<file path="config.mk">
export PLATFORM = sky130hd
export DESIGN_NAME = mem_port_arbiter_flat
export DESIGN_NICKNAME = d
export VERILOG_FILES = /design/src/rtl/mem_port_arbiter_pkg.sv /design/src/rtl/mem_port_arbiter_if.sv /design/src/rtl/mem_port_arbiter_timeout_ctr.sv /design/src/rtl/mem_port_arbiter.sv /design/src/flat_wrapper.sv
export SDC_FILE = /design/constraint.sdc
export NUM_CORES = 1
export LEC_CHECK = 0
export ABC_AREA = 1
export BUFFER_PORTS_ARGS = -buffer_cell sky130_fd_sc_hd__buf_2
export CAP_MARGIN = 30
export CORE_ASPECT_RATIO = 0.9
export CORE_MARGIN = 4
export CORE_UTILIZATION = 35
export DETAILED_ROUTE_END_ITERATION = 12
export SLEW_MARGIN = 20
export SYNTH_ARGS = -nofsm -noshare
export SYNTH_HDL_FRONTEND = slang
export SYNTH_SLANG_ARGS = --single-unit
</file>
<file path="constraint.sdc">
create_clock -name clk -period 6.9 [get_ports clk]
set_input_delay 1.38 -clock clk [delete_from_list [all_inputs] [get_ports clk]]
set_output_delay 1.38 -clock clk [all_outputs]
set_load 0.005 [all_outputs]
</file>
<file path="src/rtl/mem_port_arbiter_pkg.sv">
// Shared encodings for the unified-memory port arbiter: FSM states and grant owners.
package mem_arb_pkg;

    typedef logic [1:0] state_t;
    localparam state_t IDLE = 2'd0;
    localparam state_t BUSY = 2'd1;
    localparam state_t RESP = 2'd2;

    typedef logic gnt_t;
    localparam gnt_t GNT_CPU = 1'b0;
    localparam gnt_t GNT_EXT = 1'b1;

endpackage

</file>
<file path="src/rtl/mem_port_arbiter_if.sv">
// Bundle of CPU port, external port and memory handshake signals around the arbiter.
// master = arbiter side, slave = requesters plus memory.
interface mem_port_arbiter_if #(
    parameter int AW = 32,
    parameter int DW = 32
);
    // Requesters hold req (and we/addr/wdata) until the cycle their done pulse is sampled;
    // memory answers a BUSY-phase mem_req with a single-cycle mem_ack carrying mem_rdata.
    logic          cpu_req;
    logic          cpu_we;
    logic [AW-1:0] cpu_addr;
    logic [DW-1:0] cpu_wdata;
    logic [DW-1:0] cpu_rdata;
    logic          cpu_done;
    logic          cpu_err;

    logic          ext_req;
    logic          ext_we;
    logic [AW-1:0] ext_addr;
    logic [DW-1:0] ext_wdata;
    logic [DW-1:0] ext_rdata;
    logic          ext_done;
    logic          ext_err;

    logic          mem_req;
    logic          mem_we;
    logic [AW-1:0] mem_addr;
    logic [DW-1:0] mem_wdata;
    logic [DW-1:0] mem_rdata;
    logic          mem_ack;

    modport master (
        input  cpu_req, cpu_we, cpu_addr, cpu_wdata,
        output cpu_rdata, cpu_done, cpu_err,
        input  ext_req, ext_we, ext_addr, ext_wdata,
        output ext_rdata, ext_done, ext_err,
        output mem_req, mem_we, mem_addr, mem_wdata,
        input  mem_rdata, mem_ack
    );

    modport slave (
        output cpu_req, cpu_we, cpu_addr, cpu_wdata,
        input  cpu_rdata, cpu_done, cpu_err,
        output ext_req, ext_we, ext_addr, ext_wdata,
        input  ext_rdata, ext_done, ext_err,
        input  mem_req, mem_we, mem_addr, mem_wdata,
        output mem_rdata, mem_ack
    );
endinterface

</file>
<file path="src/rtl/mem_port_arbiter_timeout_ctr.sv">
// Watchdog counter for the BUSY phase: counts enabled cycles, saturates at TIMEOUT-1.
module arb_timeout_ctr #(
    parameter int TIMEOUT = 15
) (
    input  logic clk,
    input  logic reset,
    input  logic clr,
    input  logic en,
    output logic expired
);
    localparam int W = $clog2(TIMEOUT + 1);
    localparam logic [W-1:0] LAST = W'(TIMEOUT - 1);

    logic [W-1:0] cnt_q;

    always_ff @(posedge clk or posedge reset) begin
        if (reset) begin
            cnt_q <= '0;
        end else if (clr) begin
            cnt_q <= '0;
        end else if (en && (cnt_q != LAST)) begin
            cnt_q <= cnt_q + 1'b1;
        end
    end

    assign expired = (cnt_q == LAST);
endmodule

</file>
<file path="src/rtl/mem_port_arbiter.sv">
// Two-port arbiter/sequencer for the unified instruction/data memory, one access in flight.
// Define MEM_ARB_RR_EN for round-robin tie breaking; default build is fixed CPU priority.
module mem_port_arbiter
    import mem_arb_pkg::*;
#(
    parameter int AW      = 32,
    parameter int DW      = 32,
    parameter int TIMEOUT = 15
) (
    input  logic                clk,
    input  logic                reset,
    mem_port_arbiter_if.master  bus,
    output state_t              state_o
);
    state_t        state_q, state_d;
    gnt_t          gnt_q;
    gnt_t          win;
    logic          we_q;
    logic [AW-1:0] addr_q;
    logic [DW-1:0] wdata_q;
    logic          err_q;
    logic [DW-1:0] cpu_rdata_q;
    logic [DW-1:0] ext_rdata_q;
    logic          expired;
    logic          any_req;

    assign any_req = bus.cpu_req | bus.ext_req;

`ifdef MEM_ARB_RR_EN
    gnt_t last_grant_q;

    // On a tie the port that lost the previous grant wins.
    always_comb begin
        win = bus.cpu_req ? GNT_CPU : GNT_EXT;
        if (bus.cpu_req && bus.ext_req) begin
            win = (last_grant_q == GNT_CPU) ? GNT_EXT : GNT_CPU;
        end
    end

    always_ff @(posedge clk or posedge reset) begin
        if (reset) begin
            last_grant_q <= GNT_EXT;
        end else if ((state_q == IDLE) && any_req) begin
            last_grant_q <= win;
        end
    end
`else
    always_comb begin
        win = bus.cpu_req ? GNT_CPU : GNT_EXT;
    end
`endif

    arb_timeout_ctr #(.TIMEOUT(TIMEOUT)) u_wdog (
        .clk     (clk),
        .reset   (reset),
        .clr     (state_q == IDLE),
        .en      (state_q == BUSY),
        .expired (expired)
    );

    always_ff @(posedge clk or posedge reset) begin
        if (reset) begin
            state_q <= IDLE;
        end else begin
            state_q <= state_d;
        end
    end

    always_comb begin
        state_d = state_q;
        case (state_q)
            IDLE:    if (any_req) state_d = BUSY;
            BUSY:    if (bus.mem_ack || expired) state_d = RESP;
            RESP:    state_d = IDLE;
            default: state_d = IDLE;
        endcase
    end

    // Request is captured once at grant; requesters are not re-sampled while pending.
    always_ff @(posedge clk or posedge reset) begin
        if (reset) begin
            gnt_q       <= GNT_CPU;
            we_q        <= 1'b0;
            addr_q      <= '0;
            wdata_q     <= '0;
            err_q       <= 1'b0;
            cpu_rdata_q <= '0;
            ext_rdata_q <= '0;
        end else if ((state_q == IDLE) && any_req) begin
            gnt_q   <= win;
            we_q    <= (win == GNT_CPU) ? bus.cpu_we    : bus.ext_we;
            addr_q  <= (win == GNT_CPU) ? bus.cpu_addr  : bus.ext_addr;
            wdata_q <= (win == GNT_CPU) ? bus.cpu_wdata : bus.ext_wdata;
        end else if (state_q == BUSY) begin
            if (bus.mem_ack) begin
                err_q <= 1'b0;
                if (!we_q) begin
                    if (gnt_q == GNT_CPU) cpu_rdata_q <= bus.mem_rdata;
                    else                  ext_rdata_q <= bus.mem_rdata;
                end
            end else if (expired) begin
                err_q <= 1'b1;
                if (gnt_q == GNT_CPU) cpu_rdata_q <= '0;
                else                  ext_rdata_q <= '0;
            end
        end
    end

    always_comb begin
        bus.mem_req   = (state_q == BUSY);
        bus.mem_we    = we_q;
        bus.mem_addr  = addr_q;
        bus.mem_wdata = wdata_q;
        bus.cpu_done  = (state_q == RESP) && (gnt_q == GNT_CPU);
        bus.ext_done  = (state_q == RESP) && (gnt_q == GNT_EXT);
        bus.cpu_err   = bus.cpu_done && err_q;
        bus.ext_err   = bus.ext_done && err_q;
        bus.cpu_rdata = cpu_rdata_q;
        bus.ext_rdata = ext_rdata_q;
        state_o       = state_q;
    end
endmodule

</file>
<file path="src/flat_wrapper.sv">
// flat-port wrapper written by rule: the top's interface ports become plain ports
module mem_port_arbiter_flat import mem_arb_pkg::*;
#(
    parameter int AW      = 32,
    parameter int DW      = 32,
    parameter int TIMEOUT = 15
)
  (clk, reset, state_o, bus_cpu_req, bus_cpu_we, bus_cpu_addr, bus_cpu_wdata, bus_cpu_rdata, bus_cpu_done, bus_cpu_err, bus_ext_req, bus_ext_we, bus_ext_addr, bus_ext_wdata, bus_ext_rdata, bus_ext_done, bus_ext_err, bus_mem_req, bus_mem_we, bus_mem_addr, bus_mem_wdata, bus_mem_rdata, bus_mem_ack);
  mem_port_arbiter_if #(.AW(AW), .DW(DW)) bus_i ();
  input  logic clk;
  input  logic reset;
  output state_t state_o;
  input wire logic [$bits(bus_i.cpu_req)-1:0] bus_cpu_req;
  input wire logic [$bits(bus_i.cpu_we)-1:0] bus_cpu_we;
  input wire logic [$bits(bus_i.cpu_addr)-1:0] bus_cpu_addr;
  input wire logic [$bits(bus_i.cpu_wdata)-1:0] bus_cpu_wdata;
  output wire logic [$bits(bus_i.cpu_rdata)-1:0] bus_cpu_rdata;
  output wire logic [$bits(bus_i.cpu_done)-1:0] bus_cpu_done;
  output wire logic [$bits(bus_i.cpu_err)-1:0] bus_cpu_err;
  input wire logic [$bits(bus_i.ext_req)-1:0] bus_ext_req;
  input wire logic [$bits(bus_i.ext_we)-1:0] bus_ext_we;
  input wire logic [$bits(bus_i.ext_addr)-1:0] bus_ext_addr;
  input wire logic [$bits(bus_i.ext_wdata)-1:0] bus_ext_wdata;
  output wire logic [$bits(bus_i.ext_rdata)-1:0] bus_ext_rdata;
  output wire logic [$bits(bus_i.ext_done)-1:0] bus_ext_done;
  output wire logic [$bits(bus_i.ext_err)-1:0] bus_ext_err;
  output wire logic [$bits(bus_i.mem_req)-1:0] bus_mem_req;
  output wire logic [$bits(bus_i.mem_we)-1:0] bus_mem_we;
  output wire logic [$bits(bus_i.mem_addr)-1:0] bus_mem_addr;
  output wire logic [$bits(bus_i.mem_wdata)-1:0] bus_mem_wdata;
  input wire logic [$bits(bus_i.mem_rdata)-1:0] bus_mem_rdata;
  input wire logic [$bits(bus_i.mem_ack)-1:0] bus_mem_ack;
  assign bus_i.cpu_req = bus_cpu_req;
  assign bus_i.cpu_we = bus_cpu_we;
  assign bus_i.cpu_addr = bus_cpu_addr;
  assign bus_i.cpu_wdata = bus_cpu_wdata;
  assign bus_cpu_rdata = bus_i.cpu_rdata;
  assign bus_cpu_done = bus_i.cpu_done;
  assign bus_cpu_err = bus_i.cpu_err;
  assign bus_i.ext_req = bus_ext_req;
  assign bus_i.ext_we = bus_ext_we;
  assign bus_i.ext_addr = bus_ext_addr;
  assign bus_i.ext_wdata = bus_ext_wdata;
  assign bus_ext_rdata = bus_i.ext_rdata;
  assign bus_ext_done = bus_i.ext_done;
  assign bus_ext_err = bus_i.ext_err;
  assign bus_mem_req = bus_i.mem_req;
  assign bus_mem_we = bus_i.mem_we;
  assign bus_mem_addr = bus_i.mem_addr;
  assign bus_mem_wdata = bus_i.mem_wdata;
  assign bus_i.mem_rdata = bus_mem_rdata;
  assign bus_i.mem_ack = bus_mem_ack;
  mem_port_arbiter #(.AW(AW), .DW(DW), .TIMEOUT(TIMEOUT)) u_core (.clk(clk), .reset(reset), .bus(bus_i), .state_o(state_o));
endmodule
</file>
==> key figures <==
Pwr
  • Combinational Power Share: 35.4%
  • Psw: 1.342 mW
  • Clock power frac: 26.1%
  • Worst VDD drop: 0.1675 mV
  • Cell Pwr Density: 402.2 nW/um^2
  • Sw frac: 37.74%
  • Cell-internal power: 2.215 mW
  • Flop pwr share: 38.5%
  • P_leak: 5.517 nW

Critical path
  • Arr. time, crit path: 3270 ps
  • Crit Path Max Fanout: 68
  • Critical path endpoint category: flip-flop
  • CP max-delay cell: buf_2
  • R2R Setup Slk: 4780 ps
  • Critical-path cell list: buf_2 > inv_2 > nand2_2 > buf_4 > nand3_1 > buf_4 > nand2_1 > nand2_1
  • RR Endpoint: u_core.bus.cpu_rdata[29]
  • Kind of critical path: in2reg
  • RR Startpoint: u_core.u_wdog.cnt_q[0]
  • Register-to-Register Path Depth: 9
  • WP data required: 7190 ps
  • Startpoint Class: primary input
  • Crit-path leading delay family: buffers and inverters
  • CP bufs+invs: 4
  • Critical Path Max Stage Delay: 560 ps

STA
  • Worst Max-Slew Pin Slew: 958.2 ps
  • Period utilization: 43.17%
  • Final setup fails: 0
  • Setup_tns: 0 ps
  • Slew Viols, Final: 0
  • RSZ-0062 raised after global routing: no
  • Fmax: 0.3357 GHz
  • Final hold vios: 0
  • Relative slew slack: 35.98%
  • Clk_skew: 8.455 ps
  • Min Tclk post-route: 2979 ps

CTS
  • CTS tree: built
  • CTS resizes: 0
  • H-tree levels: 4
  • Worst-case clock buffer depth: 2
  • Hold buffers post-CTS: 0
  • Clk sink count: 137
  • Worst skew pair latency: 410 ps
  • Cts bufs inserted: 17
  • Reg clk slew, reported paths: 50 ps
  • Root Driver: clkbuf_16
  • Setup bufs post-CTS: 0

Synth
  • Cell variety after synth: 22
  • Register bit total from synthesis: 137
  • Synth Area in Adders: 0.3795%
  • Area leader, netlist: dfrtp_1
  • Mux contribution to synthesized area: 0%
  • Net Count, Synth: 1059
  • Commonest cells in the netlist: 555 x nand2_1, 137 x dfrtp_1, 65 x nand4_1
  • Mean Syn Cell Area: 7.409 um^2
  • Most frequent cell after synthesis: nand2_1
  • Synth warn: 0
  • Synth top area share: 51.99%
  • Post-synthesis async set-or-reset flop share: 100.0%
  • Gate Count Post-Synth: 890
  • Post-synth EDFFs: 0
  • Compound-Gate Fraction of Synth Area: 0.8918%
  • Xor-xnor portion of the synthesized cell area: 0.1328%
  • Most used DFF post-synth: dfrtp_1
  • Sequential share of the synthesized area: 51.99%
  • Synth Area in Simple Gates: 39.22%
  • Synth top area cells: dfrtp_1 52%, nand2_1 32%, nand4_1 6.2%
  • Post-synthesis cell area: 6594 um^2
  • Largest family of logic cells by synthesized area: simple AND/OR/NAND/NOR gates

Final layout
  • Nets: 1332
  • Area grow syn2layout: 34.12%
  • Final instance count without filler cells: 1420
  • Fin area: 8843 um^2
  • Fraction of layout cells with a size suffix above 1: 30.15%

Global routing
  • Grt ovf: 0
  • Wire length of the first global-routing pass: 33.42 mm
  • Initial antenna violation count: 1
  • Vias in the first global route: 6318
  • GRT Total Usage: 19.41%
  • Largest net degree at the start of global routing: 74

Run status
  • Status: complete, no violations

Placement
  • Placed Instance Area: 8214 um^2
  • Routability congestion estimate: 0.7884
  • IO buf count: 302
  • Hpwl dp: 14.79 mm
  • Cell total after placement: 1388

Worst hold path
  • Hold Path Class: reg2reg
  • Hold path start: u_core.bus.cpu_rdata[30]
  • Worst hold path cell count: 2
  • Hold Path End: u_core.bus.cpu_rdata[30]

Die
  • Core Region: 18470 um^2
  • Die H: 138.2 um
  • Row Count: 47
  • Io pins: 303
  • Die area: 21100 um^2
  • Initial Util: 35.71%
  • Die span in x: 152.7 um

Routing
  • Total Wirelength: 20.94 mm
  • Drt wl/cell: 14.75 um
  • Number of DRC markers in iteration 0: 355
  • Post-route antenna net violation count: 0
  • # DRC: 0
  • Routed vias: 6467
  • Iteration count of the initial detailed-routing pass: 5
  • Post-DR vias/cell: 4.554

Run
  • Max-cap violations: 0
-- worst reg2reg max path: cells and delay by family (launching register included) --
kind,cells,cell delay [ps]
buffers and inverters,3,910
and+or+nand+nor,5,560
DFF,1,420
adders and majority gates,1,140
-- per-stage QoR --
step	utilization (%)	hold slack [ps]	worst slack, ps	power (mW)
after floorplan	-	465.4	1852	2.051
after global placement	44.27	450.7	3552	2.637
after detailed placement	44.48	456.3	3531	2.663
after CTS	47.73	470.4	3964	3.609
after global routing	47.88	488.0	3766	3.833
final	47.89	463.1	3921	3.557
-- power by group through the flow --
stage               Clock [mW]  Combinational, mW  Sequential, mW
finish                   0.928               1.26            1.37
global route             0.989               1.43            1.41
CTS                      0.952               1.28            1.37
detailed placement           0               1.29            1.37
global placement             0               1.26            1.38
floorplan                    0              0.680            1.37
-- cells by family (layout without fill, tap and decap cells) --
family | count (synthesis) | after routing
compound gates | 9 | 9
xor+xnor | 1 | 1
fa+ha+maj | 2 | 2
buf+inv | 103 | 387
flops | 137 | 137
other cells | 0 | 1
simple gates | 638 | 638
-- cell usage in the layout (no fill, tap or decap) --
| master | synthesis | layout |
|---|---|---|
| a21oi_1 | 2 | 2 |
| a21oi_4 | 0 | 2 |
| buf_12 | 0 | 2 |
| buf_16 | 0 | 1 |
| buf_2 | 38 | 302 |
| buf_4 | 14 | 7 |
| bufinv_16 | 0 | 3 |
| clkbuf_16 | 0 | 17 |
| clkbuf_8 | 0 | 2 |
| clkinv_1 | 1 | 1 |
| clkinv_2 | 0 | 3 |
| clkinv_4 | 0 | 1 |
| clkinvlp_4 | 0 | 2 |
| dfrtp_1 | 137 | 137 |
| diode_2 | 0 | 1 |
| ha_1 | 2 | 2 |
| inv_1 | 38 | 37 |
| inv_2 | 6 | 6 |
| inv_6 | 0 | 3 |
| nand2_1 | 555 | 555 |
| nand2_2 | 1 | 1 |
| nand3_1 | 9 | 9 |
| nand4_1 | 65 | 65 |
| nor2_1 | 3 | 3 |
| nor2_4 | 1 | 1 |
| nor3_1 | 2 | 2 |
| nor4_1 | 2 | 2 |
| o21ai_1 | 3 | 3 |
| o21ai_4 | 0 | 1 |
| o21bai_1 | 1 | 1 |
| xor2_1 | 1 | 1 |
-- cell type report --
cell class / instances / area, um^2
fillers: 1932 / 9622
flip-flops and latches: 137 / 3428
multi-input cells: 650 / 2701
repair buffers: 312 / 1632
clock buffers: 19 / 452.9
well taps: 245 / 306.5
inverters: 45 / 173.9
clock inverters: 11 / 146.4
diodes: 1 / 2.502
-- worst max-delay path by stage --
stage	from	end	depth (start not counted)
global placement	bus_mem_ack	u_core.bus.cpu_rdata[22]	8
floorplan	reset	u_core.bus.cpu_rdata[0]	1
global route	bus_mem_ack	u_core.bus.cpu_rdata[29]	8
detailed placement	bus_mem_ack	u_core.bus.cpu_rdata[0]	8
CTS	bus_mem_ack	u_core.bus.cpu_rdata[29]	8
finish	bus_mem_ack	u_core.bus.cpu_rdata[29]	8
-- per-layer routing --
layer  routed length, um  GRT usage [%]  up-vias
li1                    -              -     3296
met1                9238          25.77     2898
met2               10000          31.80      251
met3                1495          5.563       20
met4                 191          4.407        2
met5                  13              0        -
-- registers in the layout, summed over array words and instances (netlist names) --
register and flops:
u_core.err_q 1, u_core.bus.mem_we 1, u_core.gnt_q 1, u_core.bus.cpu_rdata 32
u_core.bus.mem_wdata 32, u_core.bus.mem_addr 32, u_core.u_wdog.cnt_q 4, u_core.bus.ext_rdata 32
u_core.state_o 2
No activity file was read; power rests on OpenSTA's default activity.
